File: config.mk
export PLATFORM = sky130hd
export DESIGN_NAME = fir_stream_controller
export DESIGN_NICKNAME = d
export VERILOG_FILES = /design/src/rtl/fir_stream_controller.sv
export SDC_FILE = /design/constraint.sdc
export NUM_CORES = 1
export LEC_CHECK = 0
export BUFFER_PORTS_ARGS = -buffer_cell sky130_fd_sc_hd__buf_2
export CORE_MARGIN = 5
export CORE_UTILIZATION = 40
export CTS_CLUSTER_DIAMETER = 80
export DETAILED_ROUTE_END_ITERATION = 16
export PLACE_DENSITY = 0.77
export SYNTH_ARGS = -nofsm -noshare
export SYNTH_HDL_FRONTEND = slang
export SYNTH_SLANG_ARGS = --single-unit
File: constraint.sdc
create_clock -name clock -period 1.9 [get_ports clock]
set_input_delay 0.095 -clock clock [delete_from_list [all_inputs] [get_ports clock]]
set_output_delay 0.095 -clock clock [all_outputs]
set_load 0.01 [all_outputs]
File: src/rtl/fir_stream_controller.sv
// Sequencer for a block-based FIR: loads coefficients, streams NUMB_SAMPLES samples, flushes
// LENGTH-1 zeros and drains the filter latency. Optional macro: FIR_CTRL_COEFF_TIMEOUT_EN.
module fir_stream_controller #(
    parameter int LENGTH       = 20,
    parameter int DATA_WIDTH   = 18,
    parameter int NUMB_SAMPLES = 60,
    parameter int FIR_LATENCY  = 2
) (
    input  logic                         clock,
    input  logic                         resetN,
    input  logic                         startBlock,
    input  logic                         dataInValid,
    input  logic signed [DATA_WIDTH-1:0] dataIn,
    input  logic                         coeffSetFlag,
    output logic                         enableFIRCoeff,
    output logic                         loadDataFlag,
    output logic                         stopDataLoadFlag,
    output logic signed [DATA_WIDTH-1:0] firDataIn,
    output logic                         dataOutValid,
    output logic                         busy,
    output logic                         blockDone,
    output logic [7:0]                   sampleCount,
    output logic                         coeffError,
    output logic [2:0]                   stateDbg
);

    // Handshake: a sample is taken on any rising edge in STREAM where dataInValid is high; there
    // is no backpressure, a low dataInValid is simply a stall. loadDataFlag/firDataIn are
    // registered, so an accepted sample appears on firDataIn the cycle after it is taken.
    typedef enum logic [2:0] {
        S_IDLE       = 3'd0,
        S_LOAD_COEFF = 3'd1,
        S_STREAM     = 3'd2,
        S_FLUSH      = 3'd3,
        S_DRAIN      = 3'd4,
        S_DONE       = 3'd5
    } state_t;

    localparam int CNT_MAX = (4 * LENGTH > LENGTH + FIR_LATENCY) ? 4 * LENGTH : LENGTH + FIR_LATENCY;
    localparam int CNT_W   = $clog2(CNT_MAX + 1);
    localparam logic [CNT_W-1:0] FLUSH_LAST = CNT_W'(LENGTH - 2);
    localparam logic [CNT_W-1:0] DRAIN_LAST = CNT_W'(FIR_LATENCY - 1);
    localparam logic [7:0]       NUMB       = 8'(NUMB_SAMPLES);
`ifdef FIR_CTRL_COEFF_TIMEOUT_EN
    localparam logic [CNT_W-1:0] TIMEOUT_LAST = CNT_W'(4 * LENGTH - 1);
`endif

    state_t                  state_q, state_d;
    logic [CNT_W-1:0]        cnt_q, cnt_d;
    logic                    load_q, load_d;
    logic                    stop_q, stop_d;
    logic [DATA_WIDTH-1:0]   fir_q, fir_d;
    logic [7:0]              count_q, count_d;
    logic                    err_q, err_d;
    logic [FIR_LATENCY-1:0]  vpipe_q;

    always_comb begin
        state_d = state_q;
        cnt_d   = cnt_q;
        load_d  = 1'b0;
        stop_d  = 1'b0;
        fir_d   = fir_q;
        count_d = count_q;
        err_d   = err_q;
        case (state_q)
            S_IDLE: begin
                if (startBlock) begin
                    state_d = S_LOAD_COEFF;
                    cnt_d   = '0;
                    err_d   = 1'b0;
                end
            end
            S_LOAD_COEFF: begin
                if (coeffSetFlag) begin
                    state_d = S_STREAM;
                    cnt_d   = '0;
                end
`ifdef FIR_CTRL_COEFF_TIMEOUT_EN
                else if (cnt_q == TIMEOUT_LAST) begin
                    state_d = S_IDLE;
                    err_d   = 1'b1;
                    cnt_d   = '0;
                    count_d = '0;
                end else begin
                    cnt_d = cnt_q + CNT_W'(1);
                end
`endif
            end
            S_STREAM: begin
                if (dataInValid) begin
                    load_d  = 1'b1;
                    fir_d   = dataIn;
                    count_d = count_q + 8'd1;
                    // Taking the last sample moves straight on, so sampleCount never exceeds NUMB.
                    if (count_q + 8'd1 == NUMB) begin
                        state_d = S_FLUSH;
                        cnt_d   = '0;
                    end
                end
            end
            S_FLUSH: begin
                load_d = 1'b1;
                fir_d  = '0;
                if (cnt_q == FLUSH_LAST) begin
                    stop_d  = 1'b1;
                    state_d = S_DRAIN;
                    cnt_d   = '0;
                end else begin
                    cnt_d = cnt_q + CNT_W'(1);
                end
            end
            S_DRAIN: begin
                if (cnt_q == DRAIN_LAST) begin
                    state_d = S_DONE;
                    cnt_d   = '0;
                end else begin
                    cnt_d = cnt_q + CNT_W'(1);
                end
            end
            S_DONE: begin
                state_d = S_IDLE;
                count_d = '0;
            end
            default: state_d = S_IDLE;
        endcase
    end

    always_ff @(posedge clock) begin
        if (!resetN) begin
            state_q <= S_IDLE;
            cnt_q   <= '0;
            load_q  <= 1'b0;
            stop_q  <= 1'b0;
            fir_q   <= '0;
            count_q <= '0;
            err_q   <= 1'b0;
            vpipe_q <= '0;
        end else begin
            state_q <= state_d;
            cnt_q   <= cnt_d;
            load_q  <= load_d;
            stop_q  <= stop_d;
            fir_q   <= fir_d;
            count_q <= count_d;
            err_q   <= err_d;
            // Mirrors the FIR's own pipeline; it keeps shifting regardless of state.
            vpipe_q[0] <= load_q;
            for (int i = 1; i < FIR_LATENCY; i++) begin
                vpipe_q[i] <= vpipe_q[i-1];
            end
        end
    end

    assign enableFIRCoeff   = (state_q == S_LOAD_COEFF);
    assign busy             = (state_q != S_IDLE);
    assign blockDone        = (state_q == S_DONE);
    assign loadDataFlag     = load_q;
    assign stopDataLoadFlag = stop_q;
    assign firDataIn        = fir_q;
    assign sampleCount      = count_q;
    assign coeffError       = err_q;
    assign dataOutValid     = vpipe_q[FIR_LATENCY-1];
    assign stateDbg         = state_q;

endmodule

Word level (Yosys, flattened, before mapping) --
Cells that the tools add are included.
Operators by class: $add $sub $neg 2, equal/unequal tests 14, mux-type cells 21, reductions and logical operators 10
Operator list (number):
- two-way mux 7 bit | 6
- case mux 18 bit (2 select lines) | 1
- case mux 7 bit (5 select lines) | 1
- two-way mux 18 bit | 1
- two-way mux 3 bit | 6
- case mux 8 bit (2 select lines) | 1
- case mux 3 bit (5 select lines) | 1
- inequality test 2 bit (second input constant) | 6
- adder 8 x 1 -> 8 bit (second input constant) | 1
- equality test 8 x 6 -> 1 bit (second input constant) | 1
- two-way mux 8 bit | 1
- adder 7 x 1 -> 7 bit (second input constant) | 1
- equality test 7 x 1 -> 1 bit (second input constant) | 1
- equality test 7 x 5 -> 1 bit (second input constant) | 1
- equality test 3 x 2 -> 1 bit (second input constant) | 2
- equality test 3 bit (second input constant) | 2
- AND reduction 2 bit | 3
- AND reduction 6 bit | 1
- AND reduction 5 bit | 1
- nonzero test 5 bit | 1
- nonzero test 2 bit | 2
- equality test 3 x 1 -> 1 bit (second input constant) | 1
- logical NOT 3 bit | 1
- nonzero test 3 bit | 1
- 2 further kinds | 3
Word-level totals: flip-flop bits (word level) 40, input bits 23, output and inout bits 36, logic and storage cells 54

Depth between registers and ports, before layout --
Gate-level depths: netlist of the first run.
depth after elaboration 5, mapped depth 7, mapped depth without buffers 7

Least setup slack after synthesis of the first run --
Ideal clock, no wire load.
path kind register to register, start register count_q[0] (netlist: sampleCount[0]), end register state_q[0] (netlist: stateDbg[0]), setup time 0.079 ns, data arrival time 1.890 ns, required time 1.821 ns, path slack -0.068 ns, stages on the path, launching flop included 7, path buffers 0, period minus slack after synthesis 1.968 ns, cell sequence dfxtp_1 -> ha_1 -> nand2_1 -> or4b_1 -> o311a_2 -> or2_1 -> o221ai_2
On the way: cells in the longest elaborated chain, start to end 4
RTL lines:
- from (decl) | line 53 | logic [7:0] count_q, count_d;
- from (signal assigned) | line 144 | count_q <= count_d;
- adder 8 x 1 -> 8 bit | line 95 | if (count_q + 8'd1 == NUMB) begin
- equality test 8 x 6 -> 1 bit | line 95
- inequality test 2 bit (no line)
- AND reduction 6 bit (no line)
- to (signal assigned) | line 139 | state_q <= state_d;
- to (decl) | line 48 | state_t state_q, state_d;
Every way passes these cells. A chain may end at the register's enable or synchronous reset.

Worst setup path in the final report of the first run --
start register count_q[1] (netlist: sampleCount[1]), end register state_q[0] (netlist: stateDbg[0])
The elaborated chain is that of the path after synthesis.

==> impl_metrics.csv, run 1 <==
group,metric,value,unit
power,internal-power,1.43,mW
critical_path,cp.required,2.12,ns
yosys,yosysMostFrequentCell,"dfxtp_1",
sta,fmax,0.548,GHz
power,power,2.15,mW
power,pwr_density_cell,844,nW/um^2
floorplanning,die_h,80.4,um
critical_path,worst_path_max_delay_cell,"or4b_1",
critical_path,crit_path_max_incr_delay,0.55,ns
cts,cts.sinks,40,
cts,clk_latency,0.30,ns
sta,min_period_over_period,96.1,%
detailed_routing,routed_wl,5240,um
power,power_frac_comb,27.5,%
yosys,mappedNetlistArea,1980,sq um
power,p_sw_share,33.6,%
sta,fin_crit,1.83,ns
job,maxCapViolCount,0,
placement,pre_cts_ws,0.0366,ns
critical_path,reg2reg_to,"stateDbg[0]$_SDFFE_PN0P_",
critical_path,worst-r2r-setup-slack,0.07,ns
sta,setup_ws,0.0738,ns
detailed_routing,ant_nets,0,
global_routing,grtUsageTotal,16.4,%
sta,final-setup-viol-count,0,
layout,synthToLayoutAreaGrowth,28.6,%
floorplanning,io_pins,59,
detailed_routing,drcViolationCount,0,
floorplanning,initial_core_util,41.7,%
critical_path,cp-start-kind,"flip-flop",
yosys,synth-seq-cells,40,
critical_path,regToRegStartpoint,"sampleCount[1]$_SDFFE_PN0P_",
cts,clock-root-buffer,"clkbuf_8",
floorplanning,core_area,4750,sq um
layout,layout.cells.non_filler,373,
critical_path,reg2reg_depth,6,
cts,cts_inserted_buffers,5,
yosys,synthTopCellsByArea,"dfxtp_1, a22oi_1, nor2_1",
global_routing,antenna_found_initial,0,
worst_hold_path,hold_path_depth,3,
yosys,netlist_instances,238,
layout,fin_nets,333,
detailed_routing,wl_per_cell,14.1,um
critical_path,critPathMaxFanout,7,
global_routing,grt_max_degree,20,
power,p_leak,1.06,nW
yosys,synthesis.nets,266,
floorplanning,num_rows,25,
cts,cts.path.max_buffers,2,
global_routing,grt_overflow_total,0,
critical_path,crit_path_cell_trace,"ha_4, nand2_1, or4b_1, o311a_4, or2_1, o221ai_2",
yosys,ys.flop_type,"dfxtp_1",
yosys,synth-edff-count,0,
layout,final_area,2550,sq um
outcome,status,"completed",
worst_hold_path,hold_end,"firDataIn[5]$_SDFFE_PN0P_",
yosys,yosys_warnings,0,
global_routing,grt_pass1_vias,1844,
layout,fillerInstances,449,
cts,cts_tree,"built",
placement,gp_congestion,0.811,
yosys,synth_common_cells,"dfxtp_1, nor2_1, nand2_1",
placement,dp_hpwl,3780,um
yosys,synthArstFlopShare,0,%
yosys,yosysTopAreaCell,"dfxtp_1",
placement,placed_area,2420,sq um
floorplanning,die_w,80.4,um
sta,final-hold-violation-count,0,
sta,max_slew_margin,66.4,%
yosys,ys_seq_area_share,40.4,%
yosys,synth.distinct_cells,51,
power,power.switching,0.722,mW
placement,dp_cells,365,
critical_path,cp_top_family,"simple AND/OR/NAND/NOR gates",
worst_hold_path,worstHoldStart,"dataIn[5]",
layout,seq_area,806,sq um
yosys,avgSynthCellArea,8.33,sq um
global_routing,grt_pass1_wl,8390,um
layout,multiInputGateArea,1130,sq um
detailed_routing,first_pass_iters,4,
floorplanning,dieArea,6460,sq um
power,power_frac_clock,28.2,%
layout,drive_gt1_share,31.4,%
power,peakVddDrop,0.511,mV
detailed_routing,viasPerCell,5.39,
power,seq_power_share,44.3,%
placement,numPortBuffers,57,
sta,tightest_slew,0.504,ns
sta,drv_slew,0,
detailed_routing,vias,2010,
cts,cts.clk_slew.worst_paths,0.08,ns
critical_path,startpoint,"sampleCount[1]$_SDFFE_PN0P_",
worst_hold_path,hp-class,"in -> reg",
sta,worst_hold_slack,0.0429,ns
layout,antennaDiodeCount,0,
critical_path,cp-end-kind,"flip-flop",
cts,h-tree-depth,2,
yosys,synth_top_area_share,40.4,%
critical_path,arrival,2.05,ns
critical_path,cp_num_buf_inv,0,
detailed_routing,first_iter_violations,114,
critical_path,crit_type,"reg -> reg",
cts,post_cts_buffers,0,
sta,skew,0.00414,ns
cells by family after synthesis:
group                      count (synthesis)  synth area share [%]
and+or+nand+nor                           93                  23.1
DFF                                       40                  40.4
muxes                                      1                 0.505
other                                      1                 0.189
buffers and inverters                     20                  4.04
AOI/OAI and AO/OA                         76                  27.7
xor gates and xnor gates                   2                 0.884
adders and majority gates                  5                  3.16
power groups by stage:
stage	clock network, mW	logic, mW	registers [mW]
floorplan	0	0.359	0.976
global placement	0	0.576	0.970
detailed placement	0	0.588	0.972
CTS	0.620	0.592	0.952
global route	0.654	0.662	0.965
finish	0.607	0.591	0.954
through the flow:
stage | TNS, ns | utilization [%]
after global placement | 0 | 50.9
after floorplan | 0 | -
after CTS | 0 | 53.0
after detailed placement | 0 | 50.9
after global routing | -0.00634 | 53.6
final | 0 | 53.6
timing repair:
item,4_1_cts,5_1_grt
gates resized for setup,0,4
hold buffers,0,0
setup endpoints to repair,0,6
layer usage:
metal / vias to the layer above / track usage (%) / routed length [um]
met1: 934 / 20.0 / 2240
met3: 10 / 6.39 / 452
li1: 989 / - / -
met4: 0 / 5.07 / 76
met2: 77 / 26.6 / 2470
met5: - / 0 / 0
cell type report:
cell class / instances / area share, %
clock buffers: 6 / 3.24
clock inverters: 2 / 0.589
inverters: 7 / 1.03
multi-input cells: 178 / 44.3
flip-flops and latches: 40 / 31.6
well taps: 67 / 3.29
repair buffers: 73 / 15.9
worst register-to-register path, stage by stage, from the launching register on:
cell and delay (ns):
dfxtp_4 0.38, ha_4 0.16, nand2_1 0.05, or4b_1 0.55, o311a_4 0.19, or2_1 0.25, o221ai_2 0.17
cells in the final DEF (no fill, tap or decap), drive strengths merged, types with 7 or more instances in the layout:
master  instances
a21oi          10
a22oi          20
a31oi           7
buf            73
dfxtp          40
inv             7
nand2          23
nand3           8
nor2           31
o21ai          15
registers in the layout (all words and copies together), names as in the netlist:
name / count
cnt_q: 7
firDataIn: 18
loadDataFlag: 1
sampleCount: 8
stateDbg: 3
stopDataLoadFlag: 1
vpipe_q: 2
worst max-delay path by stage:
| stage | endpoint | cells after the start |
|---|---|---|
| floorplan | stateDbg[0]$_SDFFE_PN0P_ | 6 |
| global placement | stateDbg[0]$_SDFFE_PN0P_ | 6 |
| detailed placement | stateDbg[0]$_SDFFE_PN0P_ | 6 |
| CTS | stateDbg[0]$_SDFFE_PN0P_ | 6 |
| global route | stateDbg[0]$_SDFFE_PN0P_ | 6 |
| finish | stateDbg[0]$_SDFFE_PN0P_ | 6 |
(Power assumes the default switching activity.)
==> inputs of run 2 (changes only) <==
--- a/config.mk
+++ b/config.mk
@@ -10,7 +10,7 @@
 export CORE_UTILIZATION = 40
 export CTS_CLUSTER_DIAMETER = 80
 export DETAILED_ROUTE_END_ITERATION = 16
-export PLACE_DENSITY = 0.77
+export PLACE_DENSITY = 0.74
 export SYNTH_ARGS = -nofsm -noshare
 export SYNTH_HDL_FRONTEND = slang
 export SYNTH_SLANG_ARGS = --single-unit
==> constraint.sdc (replaced) <==
create_clock -name clock -period 2.3 [get_ports clock]
set_input_delay 0.115 -clock clock [delete_from_list [all_inputs] [get_ports clock]]
set_output_delay 0.115 -clock clock [all_outputs]
set_load 0.01 [all_outputs]
==> impl_metrics.csv, run 2 (synthesis results as in run 1) <==
group,metric,value,unit
outcome,status,"completed",
cts,ctsResizeCount,0,
cts,ctsHoldBuffers,0,
sta,final-setup-viol-count,0,
floorplanning,core_area,4750,sq um
detailed_routing,routed_wl,4990,um
power,peakVddDrop,0.365,mV
cts,post_cts_buffers,0,
detailed_routing,drcViolationCount,0,
sta,min_period_over_period,92.1,%
critical_path,arrival,2.34,ns
floorplanning,die_w,80.4,um
floorplanning,dieArea,6460,sq um
critical_path,critPathMaxFanout,9,
layout,largest_reg_flops,18,
layout,seq_area,801,sq um
global_routing,grt_pass1_vias,1929,
sta,fin_crit,2.12,ns
cts,cts_inserted_buffers,5,
sta,skew,0.00320,ns
detailed_routing,ant_nets,0,
layout,synthToLayoutAreaGrowth,22.7,%
global_routing,grt_max_degree,20,
detailed_routing,first_iter_violations,112,
sta,rsz0062_at_grt,"false",
sta,tightest_slew,0.662,ns
floorplanning,num_rows,25,
critical_path,cp.required,2.52,ns
sta,max_slew_margin,55.8,%
cts,clock-root-buffer,"clkbuf_8",
sta,setup_ws,0.181,ns
detailed_routing,wl_per_cell,13.8,um
cts,cts.path.max_buffers,2,
layout,drive_gt1_share,27.5,%
floorplanning,io_pins,59,
detailed_routing,viasPerCell,5.31,
critical_path,crit_type,"reg -> reg",
layout,multiInputGateArea,1100,sq um
power,p_leak,0.998,nW
critical_path,cp-end-kind,"flip-flop",
placement,dp_hpwl,3580,um
placement,gp_congestion,0.842,
placement,numPortBuffers,57,
layout,layout_commonest_cell,"buf_2",
sta,fmax,0.472,GHz
sta,final-hold-violation-count,0,
cts,h-tree-depth,2,
cts,cts.clk_slew.worst_paths,0.08,ns
placement,pre_cts_ws,0.218,ns
floorplanning,initial_core_util,41.7,%
power,pwr_density_cell,712,nW/um^2
critical_path,cp-start-kind,"flip-flop",
global_routing,grt_overflow_total,0,
global_routing,antenna_found_initial,0,
worst_hold_path,hp-class,"in -> reg",
sta,finalSetupTns,0,ns
detailed_routing,vias,1924,
layout,final_cell_mix,"buf_2, dfxtp_1, nor2_1",
cts,clk_latency,0.29,ns
floorplanning,die_h,80.4,um
global_routing,grt_pass1_wl,8420,um
job,maxCapViolCount,0,
cts,cts.sinks,40,
global_routing,grtUsageTotal,16.4,%
cts,cts_tree,"built",
layout,fin_nets,322,
sta,drv_slew,0,
detailed_routing,first_pass_iters,4,
layout,antennaDiodeCount,0,
layout,fillerInstances,470,
## run 2: cell types whose count changed in the layout (fill, tap and decap cells not counted)
cell / before / now
o311a_4: 1 / 0
o2111ai_1: 0 / 1
dfxtp_1: 38 / 40
o311a_2: 0 / 1
buf_4: 16 / 5
ha_4: 1 / 0
ha_1: 4 / 5
dfxtp_2: 1 / 0
o2111ai_2: 1 / 0
dfxtp_4: 1 / 0
## run 2: critical path, stage by stage (launching register included)
cell and delay [ns]:
dfxtp_1 0.48, ha_1 0.31, nand2_1 0.09, or4b_1 0.52, o311a_2 0.20, or2_1 0.26
o221ai_2 0.18
## run 2: layer usage
metal,track usage [%],routed length [um],vias to the layer above
met1,19.1,2270,874
met4,5.74,80,0
met3,5.83,356,6
met2,27.7,2280,72
met5,0,0,-
li1,-,-,972
## run 2: metrics by stage
stage          power [mW]  utilization, %  hold WS [ns]  cell area (sq um)  std cells
3_3_place_gp         1.24            49.1         0.360               2330        354
4_1_cts              1.75            51.2        0.0538               2430        362
6_report             1.73            51.2        0.0650               2430        362
3_5_place_dp         1.25            49.1         0.372               2330        354
2_1_floorplan        1.10               -         0.278               1980        238
5_1_grt              1.83            51.2        0.0660               2430        362
## run 2: where the power goes
part	internal (mW)	leakage (nW)	switching, mW
registers	0.735	0.323	0.0688
logic	0.175	0.632	0.253
clock network	0.243	0.0434	0.256
total	1.15	0.998	0.578
## run 2: area by class of cell
cell class	instances	share of cell area, %
inverter	7	1.08
timing repair buffer	62	13.3
multi-input combinational	178	45.3
clock buffer	6	3.40
tap	67	3.45
sequential	40	32.9
clock inverter	2	0.617
## run 2: final timing paths
| kind | from | endpoint | slack (ns) | cells after the start |
|---|---|---|---|---|
| max | sampleCount[0]$_SDFFE_PN0P_ | stateDbg[0]$_SDFFE_PN0P_ | 0.18 | 6 |
| min | dataIn[3] | firDataIn[3]$_SDFFE_PN0P_ | 0.07 | 3 |
| max reg2reg | sampleCount[0]$_SDFFE_PN0P_ | stateDbg[0]$_SDFFE_PN0P_ | 0.18 | 6 |
| min reg2reg | vpipe_q[0]$_SDFF_PN0_ | vpipe_q[1]$_SDFF_PN0_ | 0.45 | 1 |
